## config.mk

```make
export PLATFORM = sky130hd
export DESIGN_NAME = mem_access_ctrl
export DESIGN_NICKNAME = d
export VERILOG_FILES = /design/src/rtl/mem_access_ctrl_pkg.sv /design/src/rtl/mem_access_ctrl_load_align.sv /design/src/rtl/mem_access_ctrl.sv
export SDC_FILE = /design/constraint.sdc
export NUM_CORES = 1
export LEC_CHECK = 0
export CAP_MARGIN = 20
export CORE_ASPECT_RATIO = 0.75
export CORE_MARGIN = 3
export CORE_UTILIZATION = 49
export CTS_BUF_LIST = sky130_fd_sc_hd__clkbuf_2
export DETAILED_ROUTE_END_ITERATION = 7
export PLACE_DENSITY = 0.88
export SETUP_SLACK_MARGIN = 0.4
export SKIP_LAST_GASP = 1
export SYNTH_ARGS = -nofsm -noshare
export SYNTH_HDL_FRONTEND = slang
export SYNTH_SLANG_ARGS = --single-unit
```

## constraint.sdc

```tcl
create_clock -name i_clk -period 4.6 [get_ports i_clk]
set_clock_uncertainty 0.05 [all_clocks]
set_input_delay 0.46 -clock i_clk [delete_from_list [all_inputs] [get_ports i_clk]]
set_output_delay 0.46 -clock i_clk [all_outputs]
set_load 0.02 [all_outputs]
```

## src/rtl/mem_access_ctrl_pkg.sv

```systemverilog
// Shared definitions for the MEM-stage data memory access controller:
// controller states, access size codes and small decode helpers.
package mem_access_ctrl_pkg;

  typedef enum logic [1:0] {
    ST_IDLE = 2'd0,
    ST_BUSY = 2'd1,
    ST_DONE = 2'd2
  } state_t;

  typedef enum logic [1:0] {
    SZ_B = 2'b00,
    SZ_H = 2'b01,
    SZ_W = 2'b10,
    SZ_X = 2'b11
  } size_t;

  // A half must sit on an even address and a word on a 4-byte boundary;
  // the reserved size code can never be performed.
  function automatic logic is_misaligned(input size_t size, input logic [1:0] lane);
    case (size)
      SZ_B:    return 1'b0;
      SZ_H:    return lane[0];
      SZ_W:    return |lane;
      default: return 1'b1;
    endcase
  endfunction

  // Byte enables for a store of the given size starting at byte lane 'lane'.
  function automatic logic [3:0] store_strobe(input size_t size, input logic [1:0] lane);
    case (size)
      SZ_B:    return 4'b0001 << lane;
      SZ_H:    return 4'b0011 << lane;
      default: return 4'b1111;
    endcase
  endfunction

endpackage

```

## src/rtl/mem_access_ctrl_load_align.sv

```systemverilog
// Load data alignment: picks the addressed byte/half out of the bus word
// and zero- or sign-extends it to a full 32-bit register value.
module load_align
  import mem_access_ctrl_pkg::*;
(
  input  logic [31:0] rdata,
  input  logic [1:0]  lane,
  input  size_t       size,
  input  logic        is_signed,
  output logic [31:0] data
);

  logic [31:0] shifted;

  // Shift the addressed lane down to bit 0, then widen it according to size
  always_comb begin
    shifted = rdata >> {lane, 3'b000};
    data    = rdata;
    case (size)
      SZ_B:    data = {{24{is_signed & shifted[7]}}, shifted[7:0]};
      SZ_H:    data = {{16{is_signed & shifted[15]}}, shifted[15:0]};
      default: data = rdata;
    endcase
  end

endmodule

```

## src/rtl/mem_access_ctrl.sv

```systemverilog
// MEM-stage data memory access controller. Turns decoder load/store requests
// into valid/ready bus transactions, stalls the pipeline while one is in
// flight, and reports misaligned accesses, bus errors and timeouts.
module mem_access_ctrl
  import mem_access_ctrl_pkg::*;
#(
  parameter int TIMEOUT_CYCLES = 255,
  parameter int CNT_W          = 8
) (
  input  logic        i_clk,
  input  logic        i_rst,
  input  logic        i_memReq,
  input  logic        i_memWrite,
  input  logic [2:0]  i_funct3,
  input  logic        i_isLoadSigned,
  input  logic [31:0] i_addr,
  input  logic [31:0] i_wdata,
  input  logic        i_flush,
  output logic        o_busReq,
  output logic        o_busWrite,
  output logic [31:0] o_busAddr,
  output logic [31:0] o_busWdata,
  output logic [3:0]  o_busStrb,
  input  logic        i_busReady,
  input  logic [31:0] i_busRdata,
  input  logic        i_busErr,
  output logic        o_stall,
  output logic [31:0] o_rdata,
  output logic        o_rdataValid,
  output logic        o_misaligned,
  output logic        o_accessFault
);

  state_t           state;
  logic [CNT_W-1:0] wait_cnt;
  size_t            req_size;
  size_t            lat_size;
  logic [1:0]       lat_lane;
  logic             lat_signed;
  logic             killed;
  logic             kill_now;
  logic             req_mis;
  logic             can_accept;
  logic             accept;
  logic             timeout_hit;
  logic [31:0]      aligned_rdata;
  logic             unused_funct3_msb;

  // Only the low two funct3 bits carry the size; signedness arrives separately.
  assign unused_funct3_msb = i_funct3[2];
  assign req_size          = size_t'(i_funct3[1:0]);
  assign req_mis           = is_misaligned(req_size, i_addr[1:0]);

  // A new access can start from IDLE or straight out of DONE (no bubble).
  assign can_accept   = (state != ST_BUSY);
  assign accept       = ~i_rst & can_accept & i_memReq & ~i_flush & ~req_mis;
  assign o_misaligned = ~i_rst & can_accept & i_memReq & ~i_flush & req_mis;
  assign o_stall      = accept | (state == ST_BUSY);

  // A flush seen in any BUSY cycle, including the completing one, kills the result.
  assign kill_now    = killed | i_flush;
  assign timeout_hit = (wait_cnt == CNT_W'(TIMEOUT_CYCLES - 1));

  load_align u_load_align (
    .rdata     (i_busRdata),
    .lane      (lat_lane),
    .size      (lat_size),
    .is_signed (lat_signed),
    .data      (aligned_rdata)
  );

  // Controller FSM: latches the request, holds the bus until ready or timeout,
  // and produces the one-cycle completion pulses in DONE.
  always_ff @(posedge i_clk) begin
    if (i_rst) begin
      state         <= ST_IDLE;
      wait_cnt      <= '0;
      lat_size      <= SZ_B;
      lat_lane      <= 2'b00;
      lat_signed    <= 1'b0;
      killed        <= 1'b0;
      o_busReq      <= 1'b0;
      o_busWrite    <= 1'b0;
      o_busAddr     <= '0;
      o_busWdata    <= '0;
      o_busStrb     <= '0;
      o_rdata       <= '0;
      o_rdataValid  <= 1'b0;
      o_accessFault <= 1'b0;
    end else begin
      o_rdataValid  <= 1'b0;
      o_accessFault <= 1'b0;
      case (state)
        ST_IDLE, ST_DONE: begin
          if (accept) begin
            state      <= ST_BUSY;
            wait_cnt   <= '0;
            killed     <= 1'b0;
            lat_size   <= req_size;
            lat_lane   <= i_addr[1:0];
            lat_signed <= i_isLoadSigned;
            o_busReq   <= 1'b1;
            o_busWrite <= i_memWrite;
            o_busAddr  <= {i_addr[31:2], 2'b00};
            o_busWdata <= i_wdata << {i_addr[1:0], 3'b000};
            o_busStrb  <= i_memWrite ? store_strobe(req_size, i_addr[1:0]) : 4'b0000;
          end else begin
            state <= ST_IDLE;
          end
        end
        ST_BUSY: begin
          killed <= kill_now;
          if (i_busReady) begin
            state         <= ST_DONE;
            o_busReq      <= 1'b0;
            o_rdataValid  <= ~o_busWrite & ~i_busErr & ~kill_now;
            o_accessFault <= i_busErr & ~kill_now;
            if (!o_busWrite) begin
              o_rdata <= aligned_rdata;
            end
          end else if (timeout_hit) begin
            state         <= ST_DONE;
            o_busReq      <= 1'b0;
            o_accessFault <= ~kill_now;
          end else begin
            wait_cnt <= wait_cnt + CNT_W'(1);
          end
        end
        default: begin
          state    <= ST_IDLE;
          o_busReq <= 1'b0;
        end
      endcase
    end
  end

endmodule
```

After elaboration in Yosys (flattened, before gate mapping):

Cells that the tools add are included.
W data, S select, Z words.

* flip-flop bits (word level): 118
* bits in latches: 0
* bits in writable memories: 0
* ROM bits: 0
* input port bits: 107
* output and inout port bits: 106
* logic and storage cells: 83
* memories kept: 0

* add/sub/neg operators: 1
* multipliers: 0
* divide/modulo/power cells: 0
* magnitude comparators: 0
* eq/ne operators: 11
* shift-type cells: 4
* muxes and demuxes: 20
* bitwise gates (word level): 20
* reductions and logical operators: 13

Operators with widths (number)
* $pmux W32 S2: 1
* $shl A32 B5 Y32: 1
* $shr A32 B5 Y16: 1
* $mux W8: 3
* $pmux W8 S2: 1
* $and A1 B1 Y1: 10
* $add A8 B1 Y8 const B: 1
* $eq A8 B8 Y1 const B: 1
* $not A1 Y1: 8
* $pmux W4 S2: 1
* $mux W1: 7
* $eq A2 B1 Y1 const B: 3
* $logic_not A2 Y1: 3
* $ne A2 B2 Y1 const B: 3
* $reduce_and A2 Y1: 3
* $reduce_or A2 Y1: 3
* $eq A2 B2 Y1 const B: 2
* $mux W2: 2
* $mux W4: 1
* $pmux W1 S2: 2
* $pmux W2 S2: 1
* $reduce_and A4 Y1: 1
* $shl A1 B2 Y4 const A: 1
* $shl A2 B2 Y4 const A: 1
* other kinds (7): 8

Longest topological paths before layout:

* depth after elaboration: 7
* gate-level depth with buffers: 7
* gate-level depth less buffers: 6

Hierarchy:

From an unflattened synthesis, not the netlist that was laid out.

* cell total of the unflattened synthesis: 705
* area, all modules: 5537.8 um^2

Modules (own cells, without submodules)
* mem_access_ctrl: instances 1, cells each 593, area an instance 4800.9 um^2, seq. area each 2362.3 um^2
* load_align: instances 1, cells each 112, area an instance 737.0 um^2, seq. area each 0.0 um^2

Least setup slack after synthesis:

OpenSTA, ideal clock, no wires.

* path type: input to output
* from: input i_rst
* to: output o_misaligned
* arrival: 1439 ps
* data required time: 4090 ps
* setup slack: 2651 ps
* cell stages on the path: 4
* path buffers: 1
* cell sequence: clkbuf_1 > nor2_1 > nand2_1 > nor4_1

* word-level cells in the longest chain between the ends: 5

RTL lines
* from (decl): line mem_access_ctrl.sv:11 `input logic i_rst,`
* $not A1 Y1: line mem_access_ctrl.sv:57 `assign o_misaligned = ~i_rst & can_accept & i_memReq & ~i_flush & req_mis;`
* $and A1 B1 Y1 (4 in a row): line mem_access_ctrl.sv:57
* to (decl): line mem_access_ctrl.sv:30 `output logic o_misaligned,`

No other way between the ends.

Final worst setup path:

* from: input i_addr[0]
* to: output o_misaligned

* word-level cells in the longest chain between the ends: 3

RTL lines
* from (decl): line mem_access_ctrl.sv:16 `input logic [31:0] i_addr,`
* $reduce_or A2 Y1: line mem_access_ctrl_pkg.sv:24 `SZ_W: return |lane;`
* $pmux W1 S3 *: line mem_access_ctrl_pkg.sv:21 `case (size)`
* $and A1 B1 Y1 *: line mem_access_ctrl.sv:57

Mark *: on every way between the ends. The rest lies on a longest branch, timed or not.

==> metrics <==
via count 5674; global route overflow 0; antenna cells 0; largest net degree at the start of global routing 120; R2R setup slack 2.23 ns; Worst Hold Launch i_rst; CTS Hold Buffers Added 0; library cells used by synthesis 48; Setup crit end kind output port; first-pass GRT wire length 27800 um; worst hold path class primary input to register; EDFF count, synth 0; cells after synthesis 666; RSZ-0062 raised after global routing no; Final Max Tran Viols 0; clock period minus worst slack 3.03 ns; clock buffer depth 2; share of the synthesized area in the top cell type 43.0%; sequential share of the synthesized area 43.0%; NumNets Final 956; largest cells by area after synthesis dfxtp_1, a21oi_1, nand2_1; reg2reg path depth 5; cell taking the most area after synthesis dfxtp_1; fillcell total 764; simple-gate share of the synthesized area 20.9%; CP Data Required Time 4.09 ns; CTS Buf Count 17; Post-synth ARST share 0%; # rows 32; latest clock arrival within the worst-skew pair 0.68 ns; hold-critical path depth 3; antenna violations before repair 0; Final Hold Fails 0; Tcrit/Tclk final 66.0%; CP startpoint kind primary input; Avg WL per Cell 17.8 um; drc violations 0; Max IR drop VDD 207 uV; setup bufs post-CTS 0; Initial Util 51.8%; met3 GRT Util 9.73%; Leakage Power 2.62 nW; Synth Area in XOR/XNOR 0%; post-route ant nets 0; complex-gate fraction of the synthesized area 21.4%; Synth-to-Final Area Change 43.0%; total track usage 27.4%; Worst Path Max Fanout 31; H-tree Lvls 4; Die W 128 um; I/O Pins 213; RR Endpoint o_busWdata[27]$_SDFFE_PP0P_; TNS Setup 0 ns; Syn Std Cell Area 5500 sq um; adder-cell area share of the yosys netlist 0.455%; Worst-path clk slew 0.16 ns; Core ar. 10600 sq um; post-cts sizing count 0; PortBufs 209; vias in the first global route 5475; most numerous cell in the Yosys netlist nand2_1; Arrival @ worst endpoint 2.52 ns; post-synthesis mux area share 8.40%; Seq cells post-synth 118; CTS root buffer clkbuf_2; RR Startpoint state[0]$_SDFFE_PP0P_; hold_ws 0.0742 ns; Post-synth top flop dfxtp_1; ranking of synthesized cells by instance count nand2_1, dfxtp_1, a21oi_1; count of final setup violators 0; clock sinks 118; drt first pass iters 5; average size of a mapped cell 8.25 sq um; fmax 330 MHz; Iteration-0 DRC Markers 469; worst slew pin tran 1.03 ns; largest family of logic cells by synthesized area compound AO/OA/AOI/OAI gates; Final HPWL DP 12700 um; hold endpoint o_rdataValid$_SDFF_PP0_; Ys Warns 0; PwrDens 270 nW/um^2; Placer Congestion 0.921; layer with the highest usage met2; die area 12500 sq um; Slew headroom 30.9%; max-cap violation count 0; layout cells sized above 1 7.10%; final WL 17800 um; met2 global-route usage 43.3%; die height 97.7 um; vias per cell 5.70; GR Util met1 35.0%; CTS tree built; status complete, no violations; CP Class primary input to output port
[how the worst max path moves through the flow]
| stage | start | to | slack, ns | depth (start not counted) |
|---|---|---|---|---|
| after floorplan | i_rst | o_misaligned | 2.65 | 4 |
| after global placement | i_addr[0] | o_busWdata[15]$_SDFFE_PP0P_ | 1.29 | 7 |
| after detailed placement | i_addr[0] | o_busWdata[15]$_SDFFE_PP0P_ | 1.23 | 7 |
| after CTS | i_addr[0] | o_misaligned | 1.58 | 5 |
| after global routing | i_addr[0] | o_misaligned | 1.39 | 5 |
| final | i_addr[0] | o_misaligned | 1.57 | 5 |
[registers in the layout (all words and copies together) (netlist names), 2 cells and up]
register / count
o_busStrb: 4
o_busWdata: 32
lat_lane: 2
wait_cnt: 8
o_busAddr: 30
o_rdata: 32
state: 2
lat_size: 2
[cells by family (layout without fill, tap and decap cells)]
group,count (synthesis),count (layout)
other,1,2
DFF,118,118
muxes,45,45
and+or+nand+nor,253,253
AOI/OAI and AO/OA,183,183
adders and majority gates,2,2
buffers and inverters,64,256
[power breakdown]
group	leakage [nW]	total (W)	internal [W]	switching, W
Combinational	1.52	0.000310	0.000158	0.000152
Clock	0.150	0.000760	0.000354	0.000406
Sequential	0.953	0.00106	0.00104	0.0000133
[stage by stage]
step	cells	area (sq um)	setup WS [ns]	total power, W	util (%)
2_1_floorplan	667	5500	2.65	0.00121	-
3_3_place_gp	962	7540	1.29	0.00137	71.1
3_5_place_dp	962	7540	1.23	0.00138	71.1
4_1_cts	993	7810	1.58	0.00213	73.6
5_1_grt	995	7860	1.39	0.00220	74.1
6_report	995	7860	1.57	0.00212	74.1
[area by class of cell]
cell class              count  area, sq um  area share, %
clock inverters            13          181           2.31
repair buffers            220         2200           28.0
clock buffers              18         90.1           1.15
flip-flops and latches    118         2360           30.1
multi-input cells         485         2830           36.0
well taps                 136          170           2.16
inverters                   5         18.8          0.239
[layer usage]
metal	wire length (um)	part of all wire [%]
met1	7390	42
met2	8330	47
met3	1710	9.6
met4	319	1.8
met5	0	0
[layout by cell type, fill, tap and decap left out, types with 16 or more instances in the layout]
| master | count |
|---|---|
| a211oi_1 | 33 |
| nand2_1 | 123 |
| mux2i_1 | 36 |
| clkdlybuf4s50_1 | 208 |
| a21oi_1 | 93 |
| nand3_1 | 16 |
| dfxtp_1 | 118 |
| clkbuf_2 | 18 |
| o211ai_1 | 26 |
| nor2_1 | 60 |
[worst max-delay path, stage by stage]
cell and delay [ns]:
clkdlybuf4s50_1 0.46, buf_4 0.39, a21oi_1 0.25, nor4_1 0.31
clkdlybuf4s50_1 0.65
Power figures use the tool's default switching activity.
